**src/rtl/mux_rr_nto1.sv**
```systemverilog
// Registered N-to-1 mux with valid/ready on every port. Selection is either an
// external select or round-robin. One output register stage, full throughput.

// Per-channel request qualification and ready decode.
module mux_rr_lane #(
  parameter int SEL_W = 2,
  parameter int IDX   = 0
) (
  input  logic             valid,
  input  logic             mode,
  input  logic [SEL_W-1:0] s,
  input  logic             load_en,
  input  logic             gnt_vld,
  input  logic [SEL_W-1:0] gnt,
  output logic             req,
  output logic             ready
);
  // In explicit mode only the selected channel may request, so the shared
  // round-robin search below can serve both modes.
  assign req   = valid && (mode || (s == SEL_W'(IDX)));
  assign ready = load_en && gnt_vld && (gnt == SEL_W'(IDX));
endmodule

module mux_rr_nto1 #(
  parameter int WIDTH = 8,
  parameter int N     = 4,
  parameter int SEL_W = 2
) (
  input  logic               clk,
  input  logic               rst,
  input  logic [N*WIDTH-1:0] in_data,
  input  logic [N-1:0]       in_valid,
  output logic [N-1:0]       in_ready,
  input  logic               mode,
  input  logic [SEL_W-1:0]   s,
  output logic [WIDTH-1:0]   out_data,
  output logic [SEL_W-1:0]   out_sel,
  output logic               out_valid,
  input  logic               out_ready,
  output logic [15:0]        xfer_cnt
);
  if (SEL_W != $clog2(N)) begin : g_bad_sel_w
    $error("mux_rr_nto1: SEL_W must equal clog2(N)");
  end

  logic [N-1:0][WIDTH-1:0] lanes;
  logic [N-1:0]            req;
  logic [SEL_W-1:0]        rr_ptr;
  logic [SEL_W-1:0]        gnt;
  logic                    gnt_vld;
  logic                    load_en;

  assign lanes   = in_data;
  assign load_en = !out_valid || out_ready;

  for (genvar i = 0; i < N; i++) begin : g_lane
    mux_rr_lane #(.SEL_W(SEL_W), .IDX(i)) u_lane (
      .valid   (in_valid[i]),
      .mode    (mode),
      .s       (s),
      .load_en (load_en),
      .gnt_vld (gnt_vld),
      .gnt     (gnt),
      .req     (req[i]),
      .ready   (in_ready[i])
    );
  end

  // Search starts one past the last winner and wraps; at most one req bit is
  // set in explicit mode, so rr_ptr has no effect there.
  always_comb begin
    int c;
    gnt_vld = 1'b0;
    gnt     = '0;
    c       = 0;
    for (int k = 1; k <= N; k++) begin
      c = int'(rr_ptr) + k;
      if (c >= N) c = c - N;
      if (!gnt_vld && req[c]) begin
        gnt_vld = 1'b1;
        gnt     = SEL_W'(c);
      end
    end
  end

  always_ff @(posedge clk or posedge rst) begin
    if (rst) begin
      out_data  <= '0;
      out_sel   <= '0;
      out_valid <= 1'b0;
      xfer_cnt  <= '0;
      rr_ptr    <= SEL_W'(N-1);
    end else begin
      if (load_en) begin
        if (gnt_vld) begin
          out_data  <= lanes[gnt];
          out_sel   <= gnt;
          out_valid <= 1'b1;
          if (mode) rr_ptr <= gnt;
        end else begin
          out_valid <= 1'b0;
        end
      end
      if (out_valid && out_ready) xfer_cnt <= xfer_cnt + 16'd1;
    end
  end
endmodule
```
**config.mk**
```make
export PLATFORM = sky130hd
export DESIGN_NAME = mux_rr_nto1
export DESIGN_NICKNAME = d
export VERILOG_FILES = /design/src/rtl/mux_rr_nto1.sv
export SDC_FILE = /design/constraint.sdc
export NUM_CORES = 1
export LEC_CHECK = 0
export ABC_AREA = 1
export BUFFER_PORTS_ARGS = -buffer_cell sky130_fd_sc_hd__buf_2
export CAP_MARGIN = 15
export CORE_ASPECT_RATIO = 1.75
export CORE_UTILIZATION = 45
export CTS_CLUSTER_SIZE = 25
export DETAILED_ROUTE_END_ITERATION = 10
export HOLD_SLACK_MARGIN = 0.03
export MAX_ROUTING_LAYER = met4
export PLACE_DENSITY = 0.77
export SLEW_MARGIN = 5
export SYNTH_ARGS = -nofsm -noshare
export SYNTH_HDL_FRONTEND = slang
export SYNTH_SLANG_ARGS = --single-unit
```
**constraint.sdc**
```tcl
create_clock -name clk -period 2 [get_ports clk]
set_input_delay 0.2 -clock clk [delete_from_list [all_inputs] [get_ports clk]]
set_output_delay 0.2 -clock clk [all_outputs]
set_load 0.1 [all_outputs]
```
# ---- Word level (Yosys, flattened, before mapping)
# Cells that the tools add are included.
dict set report word_totals {
  register_bits 29
  latch_bits 0
  mem_bits_rw 0
  romBits 0
  in_bits 42
  out_inout_bits 31
  wordCells 82
  memories 0
}
dict set report classes {
  add_sub_neg 9
  multipliers 0
  div_mod_pow 0
  order_cmp 9
  n_eq_ne 6
  shift 0
  mux 27
  n_bitwise 0
  reduce_logical 26
}
# cell count
set ops {}
lappend ops {{32-bit by 4-bit less-than comparator with 1-bit output, second input constant} 4}
lappend ops {{32-bit two-way mux} 4}
lappend ops {{16-bit by 1-bit adder with 16-bit output, second input constant} 1}
lappend ops {{8-bit binary-select mux with 2-bit select} 1}
lappend ops {{1-bit logical AND} 13}
lappend ops {{1-bit two-way mux} 13}
lappend ops {{3-bit by 3-bit subtractor with 4-bit output, second input constant} 3}
lappend ops {{3-bit >= comparator, second input constant} 3}
lappend ops {{1-bit binary-select mux with 2-bit select} 4}
lappend ops {{2-bit == test, second input constant} 4}
lappend ops {{2-bit two-way mux} 4}
lappend ops {{8-bit two-way mux} 1}
lappend ops {{2-bit by 2-bit adder with 3-bit output, second input constant} 2}
lappend ops {{1-bit logical OR} 5}
lappend ops {{4-bit by 3-bit subtractor with 5-bit output, second input constant} 1}
lappend ops {{2-bit by 3-bit adder with 4-bit output, second input constant} 1}
lappend ops {{2-bit by 1-bit == test with 1-bit output, second input constant} 2}
lappend ops {{4-bit by 3-bit >= comparator with 1-bit output, second input constant} 1}
lappend ops {{1-bit zero test} 4}
lappend ops {{2-bit zero test} 2}
lappend ops {{2-bit by 1-bit adder with 3-bit output, second input constant} 1}
lappend ops {{2-bit by 3-bit less-than comparator with 1-bit output, second input constant} 1}
lappend ops {{3-bit AND reduction} 1}
lappend ops {{2-bit AND reduction} 1}

# ---- Depth between registers and ports, before layout
dict set report depth {
  word_depth 18
  ltp_mapped 18
  ltp_nobuf 17
}

# ---- Hierarchy
# From an unflattened synthesis, not the netlist that was laid out.
dict set report unflattened {
  cells_unflattened 278
  area_unflattened_um2 1968.1
}
# module instances cells_each area_each_um2 seq_area_each_um2
set modules_own_cells {}
lappend modules_own_cells {mux_rr_nto1 1 249 1830.5 728.2}
lappend modules_own_cells {{mux_rr_lane at g_lane[1].u_lane ...} 2 8 41.3 0.0}
lappend modules_own_cells {{mux_rr_lane at g_lane[3].u_lane} 1 7 31.3 0.0}
lappend modules_own_cells {{mux_rr_lane at g_lane[0].u_lane} 1 6 23.8 0.0}

# ---- Worst setup path after synthesis
# Ideal clock, no wire load.
dict set report synth_timing {
  path_type {reg2reg}
  startpoint {register xfer_cnt[0]}
  endpoint {register xfer_cnt[14]}
  setup_ps 158
  arrival_time_ps 2349
  required_ps 1842
  path_slack_ps -508
  stages_incl_launch_ff 8
  n_path_buf 0
  period_less_slack_ps 2508
  cell_sequence {dfrtp_1 ha_1 nand3_1 nor2_1 nand3_1 nor4_1 nand4_1 xnor2_1}
}
dict set report synth_between {
  elab_chain_cells 1
}
# element line_no
set synth_rtl {}
lappend synth_rtl {{from (decl)} 40} ;# output logic [15:0] xfer_cnt
lappend synth_rtl {{from (signal assigned)} 104} ;# if (out_valid && out_ready) xfer_cnt <= xfer_cnt + 16'd1;
lappend synth_rtl {{16-bit by 1-bit adder with 16-bit output} 104}
# Every way passes these cells.
# A chain may end at the register's enable or synchronous reset.

# ---- Final worst setup path
dict set report layout_timing {
  startpoint {register rr_ptr[0]}
  endpoint {output in_ready[1]}
}
dict set report layout_between {
  elab_chain_cells 18
  word_cells_on_any_way 45
  classes_between {add/sub (8); order compare (4); eq/ne (1); mux (24); reduce/logical (8)}
}
# element line_no
set layout_rtl {}
lappend layout_rtl {{from (decl)} 48} ;# logic [SEL_W-1:0] rr_ptr;
lappend layout_rtl {{from (signal assigned)} 92} ;# rr_ptr <= SEL_W'(N-1);
lappend layout_rtl {{from (signal assigned)} 99} ;# if (mode) rr_ptr <= gnt;
lappend layout_rtl {{2-bit by 1-bit adder with 3-bit output} 77} ;# c = int'(rr_ptr) + k;
lappend layout_rtl {{3-bit by 3-bit subtractor with 4-bit output or 3-bit >= comparator (tied branches)} 78} ;# if (c >= N) c = c - N;
lappend layout_rtl {{32-bit two-way mux} 78}
lappend layout_rtl {{1-bit binary-select mux with 2-bit select} 79} ;# if (!gnt_vld && req[c]) begin
lappend layout_rtl {{1-bit two-way mux (implied by the code) (2 in a row)} 79}
lappend layout_rtl {{1-bit two-way mux} 79}
lappend layout_rtl {{1-bit zero test} 79}
lappend layout_rtl {{1-bit logical AND} 79}
lappend layout_rtl {{1-bit two-way mux} 79}
lappend layout_rtl {{1-bit zero test} 79}
lappend layout_rtl {{1-bit logical AND} 79}
lappend layout_rtl {{1-bit two-way mux} 79}
lappend layout_rtl {{1-bit zero test} 79}
lappend layout_rtl {{1-bit logical AND} 79}
lappend layout_rtl {{2-bit two-way mux or 1-bit two-way mux (tied branches)} 79}
lappend layout_rtl {{2-bit by 1-bit == test with 1-bit output or 1-bit logical AND (tied branches)} 21} ;# assign ready = load_en && gnt_vld && (gnt == SEL_W'(IDX));
lappend layout_rtl {{1-bit logical AND (*)} 21}
lappend layout_rtl {{to (decl)} 33} ;# output logic [N-1:0] in_ready,
# Mark *: on every way between the ends. The rest lies on a longest branch, timed or not. The select of a mux whose other input is x is not followed.

==> flow_summary.json <==
{
  "syn_area_um2": 2010,
  "cts_buffers": 5,
  "clkTransAtPathRegs_ns": 0.06,
  "ys_ff_latch": 29,
  "nNetsFinal": 403,
  "synth_fa_ha_area_frac": 0.00623,
  "critPathSlowestCell": "dfstp_2",
  "area_growth_pct": 45.0,
  "yosys.area_share.simple": 0.426,
  "cp_max_fo": 7,
  "cts_tree": "built",
  "regArea_um2": 748,
  "rsz0062_at_grt": "true",
  "hold_buffers": 0,
  "synth_compound_area_frac": 0.0268,
  "layout-drive-gt1-share": 0.496,
  "vias": 2025,
  "start_util": 0.479,
  "hpwlAfterDp_um": 3890,
  "io_pins": 73,
  "via_per_inst": 4.94,
  "status": "complete, but fails checks",
  "synthCells": 265,
  "synth_mux_area_frac": 0.00561,
  "die_area_um2": 4740,
  "synth_nets": 308,
  "hold_path.class": "primary input to asynchronous set/reset pin",
  "cap_violations": 0,
  "worstPathRequired_ns": 1.80,
  "synth_warnings": 0,
  "clock_sinks": 29,
  "htree_levels": 2,
  "end_kind": "primary output",
  "antennaDiodeCount": 0,
  "avgSynthCellArea_um2": 7.58,
  "skew_ns": 0.00451,
  "cp-start-kind": "flop",
  "ys_types": 31,
  "crit_path_frequent_cell": "nand2_1",
  "grt_remaining_overflow": 0,
  "synth_top_family_by_area": "simple AND/OR/NAND/NOR gates",
  "critical_path.top_delay_family": "simple AND/OR/NAND/NOR gates",
  "drv_slew": 0,
  "multi_input_area_um2": 1260,
  "tightest_slew_ns": 0.722,
  "hold_viol": 0,
  "critical_path_buf_inv_count": 1,
  "period_share": 1.24,
  "antenna_found_initial": 0,
  "grt_pass1_vias": 1977,
  "post-route-util": 0.695,
  "worstPathCellList": "nand3_2, nand2_1, nand2_1, nand2_1, nor2_1, a21boi_2, nand3_4, nor3_4, buf_12",
  "setup_viol": 16,
  "port_buffers": 72,
  "synth_xor_area_frac": 0.0748,
  "routed_wl_um": 5190,
  "fmax_mhz": 403,
  "grt_pass1_wl_um": 8360,
  "detail_route.wl_per_cell_um": 12.7,
  "rows": 31,
  "yosysSeqAreaShare": 0.363,
  "clk_root_buffer_cell": "clkbuf_8",
  "dr.pass1.iters": 4,
  "cp.arrival_ns": 2.28,
  "nFillCells": 358,
  "die_w_um": 52.5,
  "grt_usage": 0.239,
  "crit_path_max_incr_delay_ns": 0.68,
  "grt_max_degree": 21,
  "clk_latency_ns": 0.28,
  "critPathKind": "flop to primary output",
  "drt-initial-drc-count": 24,
  "relSlewSlack": 0.518,
  "drc": 0,
  "clk_path_buf_depth": 2,
  "die_height_um": 90.4,
  "violations": "setup timing",
  "period_minus_slack_ns": 2.48,
  "fin_ws_ns": -0.481,
  "core-area_um2": 4190,
  "postRouteAntennaNets": 0,
  "gp_congestion": 0.854
}
==> synth_stat cells <==
cell type	number	share of area
nand2_1	96	0.18
inv_1	15	0.028
dfstp_2	2	0.026
buf_12	1	0.010
nand4_4	1	0.011
nand2_2	19	0.059
nand3_4	2	0.017
buf_8	1	0.0075
o21ai_1	4	0.010
nor2_1	9	0.017
nand2_4	1	0.0056
buf_6	1	0.0056
xnor2_1	6	0.026
dfrtp_1	27	0.34
nand3_1	22	0.055
nor3_1	4	0.010
buf_4	5	0.019
nor4_1	1	0.0031
buf_2	5	0.012
xnor2_4	1	0.014
nand4_1	19	0.059
a21oi_1	1	0.0025
xor2_1	8	0.035
o21ai_4	1	0.0081
mux2_2	1	0.0056
nand3_2	2	0.010
ha_1	1	0.0062
inv_2	6	0.011
clkinv_4	1	0.0044
a21boi_1	1	0.0037
o21ai_0	1	0.0025
==> per-stage QoR <==
stage	setup WS [ns]	cell area [µm²]	hold WS, ns	instances	TNS [ns]
after floorplan	-0.165	2110	0.276	265	-0.616
after global placement	-0.133	2600	0.359	392	-1.43
after detailed placement	-0.210	2600	0.358	392	-2.43
after CTS	-0.453	2810	0.0581	405	-3.80
after global routing	-0.606	2910	0.100	410	-6.44
final	-0.481	2910	0.0341	410	-4.15
==> final cells by class <==
type	count	area share
clock buffer	5	0.0236
clock inverter	3	0.00601
inverter	22	0.0335
multi-input combinational	201	0.432
sequential	29	0.257
tap	49	0.0210
timing repair buffer	101	0.227
==> worst paths after layout <==
kind / endpoint / cells past startpoint / slack [ns] / startpoint
worst max-delay path: in_ready[1] / 9 / -0.48 / rr_ptr[0]$_DFFE_PP1P_
worst max register to register: out_data[4]$_DFFE_PP0P_ / 14 / -0.27 / rr_ptr[0]$_DFFE_PP1P_
worst min register to register: out_data[4]$_DFFE_PP0P_ / 2 / 0.47 / out_data[4]$_DFFE_PP0P_
max in group asynchronous: out_data[3]$_DFFE_PP0P_ / 3 / 1.36 / rst
min in group clk: out_valid$_DFFE_PP0P_ / 2 / 0.17 / out_ready
worst min-delay path: xfer_cnt[2]$_DFFE_PP0P_ / 2 / 0.03 / rst
==> sequential cells by signal, summed over array words and instances, names as in the netlist <==
name	cells
xfer_cnt	16
out_data	8
out_sel	2
rr_ptr	2
out_valid	1
==> kinds of logic after synthesis <==
kind of cell / after synthesis
buffers and inverters: 35
and+or+nand+nor: 176
adders and majority gates: 1
muxes: 1
xor gates and xnor gates: 15
DFF: 29
AOI/OAI and AO/OA: 8
==> worst register-to-register path, delay by kind of cell (launching register included) <==
kind                   cells  cell delay (ns)
buffers and inverters      3             0.41
flip-flops                 1             0.68
AND/OR/NAND/NOR           10             0.98
AO/OA/AOI/OAI              1             0.16
==> metal layers <==
metal,vias up,share of wire,global-route usage
met5,-,0,-
met4,0,0.035,0.103
met3,18,0.045,0.0370
met2,67,0.54,0.429
met1,898,0.38,0.240
li1,1042,-,-
==> placed cells by master, fill, tap and decap left out, drive strengths merged <==
| cell | Yosys | routed |
|---|---|---|
| clkinv | 1 | 3 |
| clkbuf | 0 | 5 |
| dfrtp | 27 | 27 |
| dfstp | 2 | 2 |
| o21ai | 6 | 6 |
| nor2 | 9 | 9 |
| nand2 | 116 | 116 |
| buf | 13 | 101 |
| nor4 | 1 | 1 |
| nand3 | 26 | 26 |
| inv | 21 | 21 |
| xnor2 | 7 | 7 |
| a21boi | 1 | 1 |
| clkinvlp | 0 | 1 |
| ha | 1 | 1 |
| xor2 | 8 | 8 |
| nand4 | 20 | 20 |
| mux2 | 1 | 1 |
| a21oi | 1 | 1 |
| nor3 | 4 | 4 |
==> what timing repair did <==
action,in CTS,in global routing
setup endpoints to repair,13,16
setup buffers,5,5
pin swaps,12,11
resized for setup,20,13
Power is left out: the tool's default activity adds up to more than one toggle a clock period on the data nets, which glitch-free logic cannot reach.
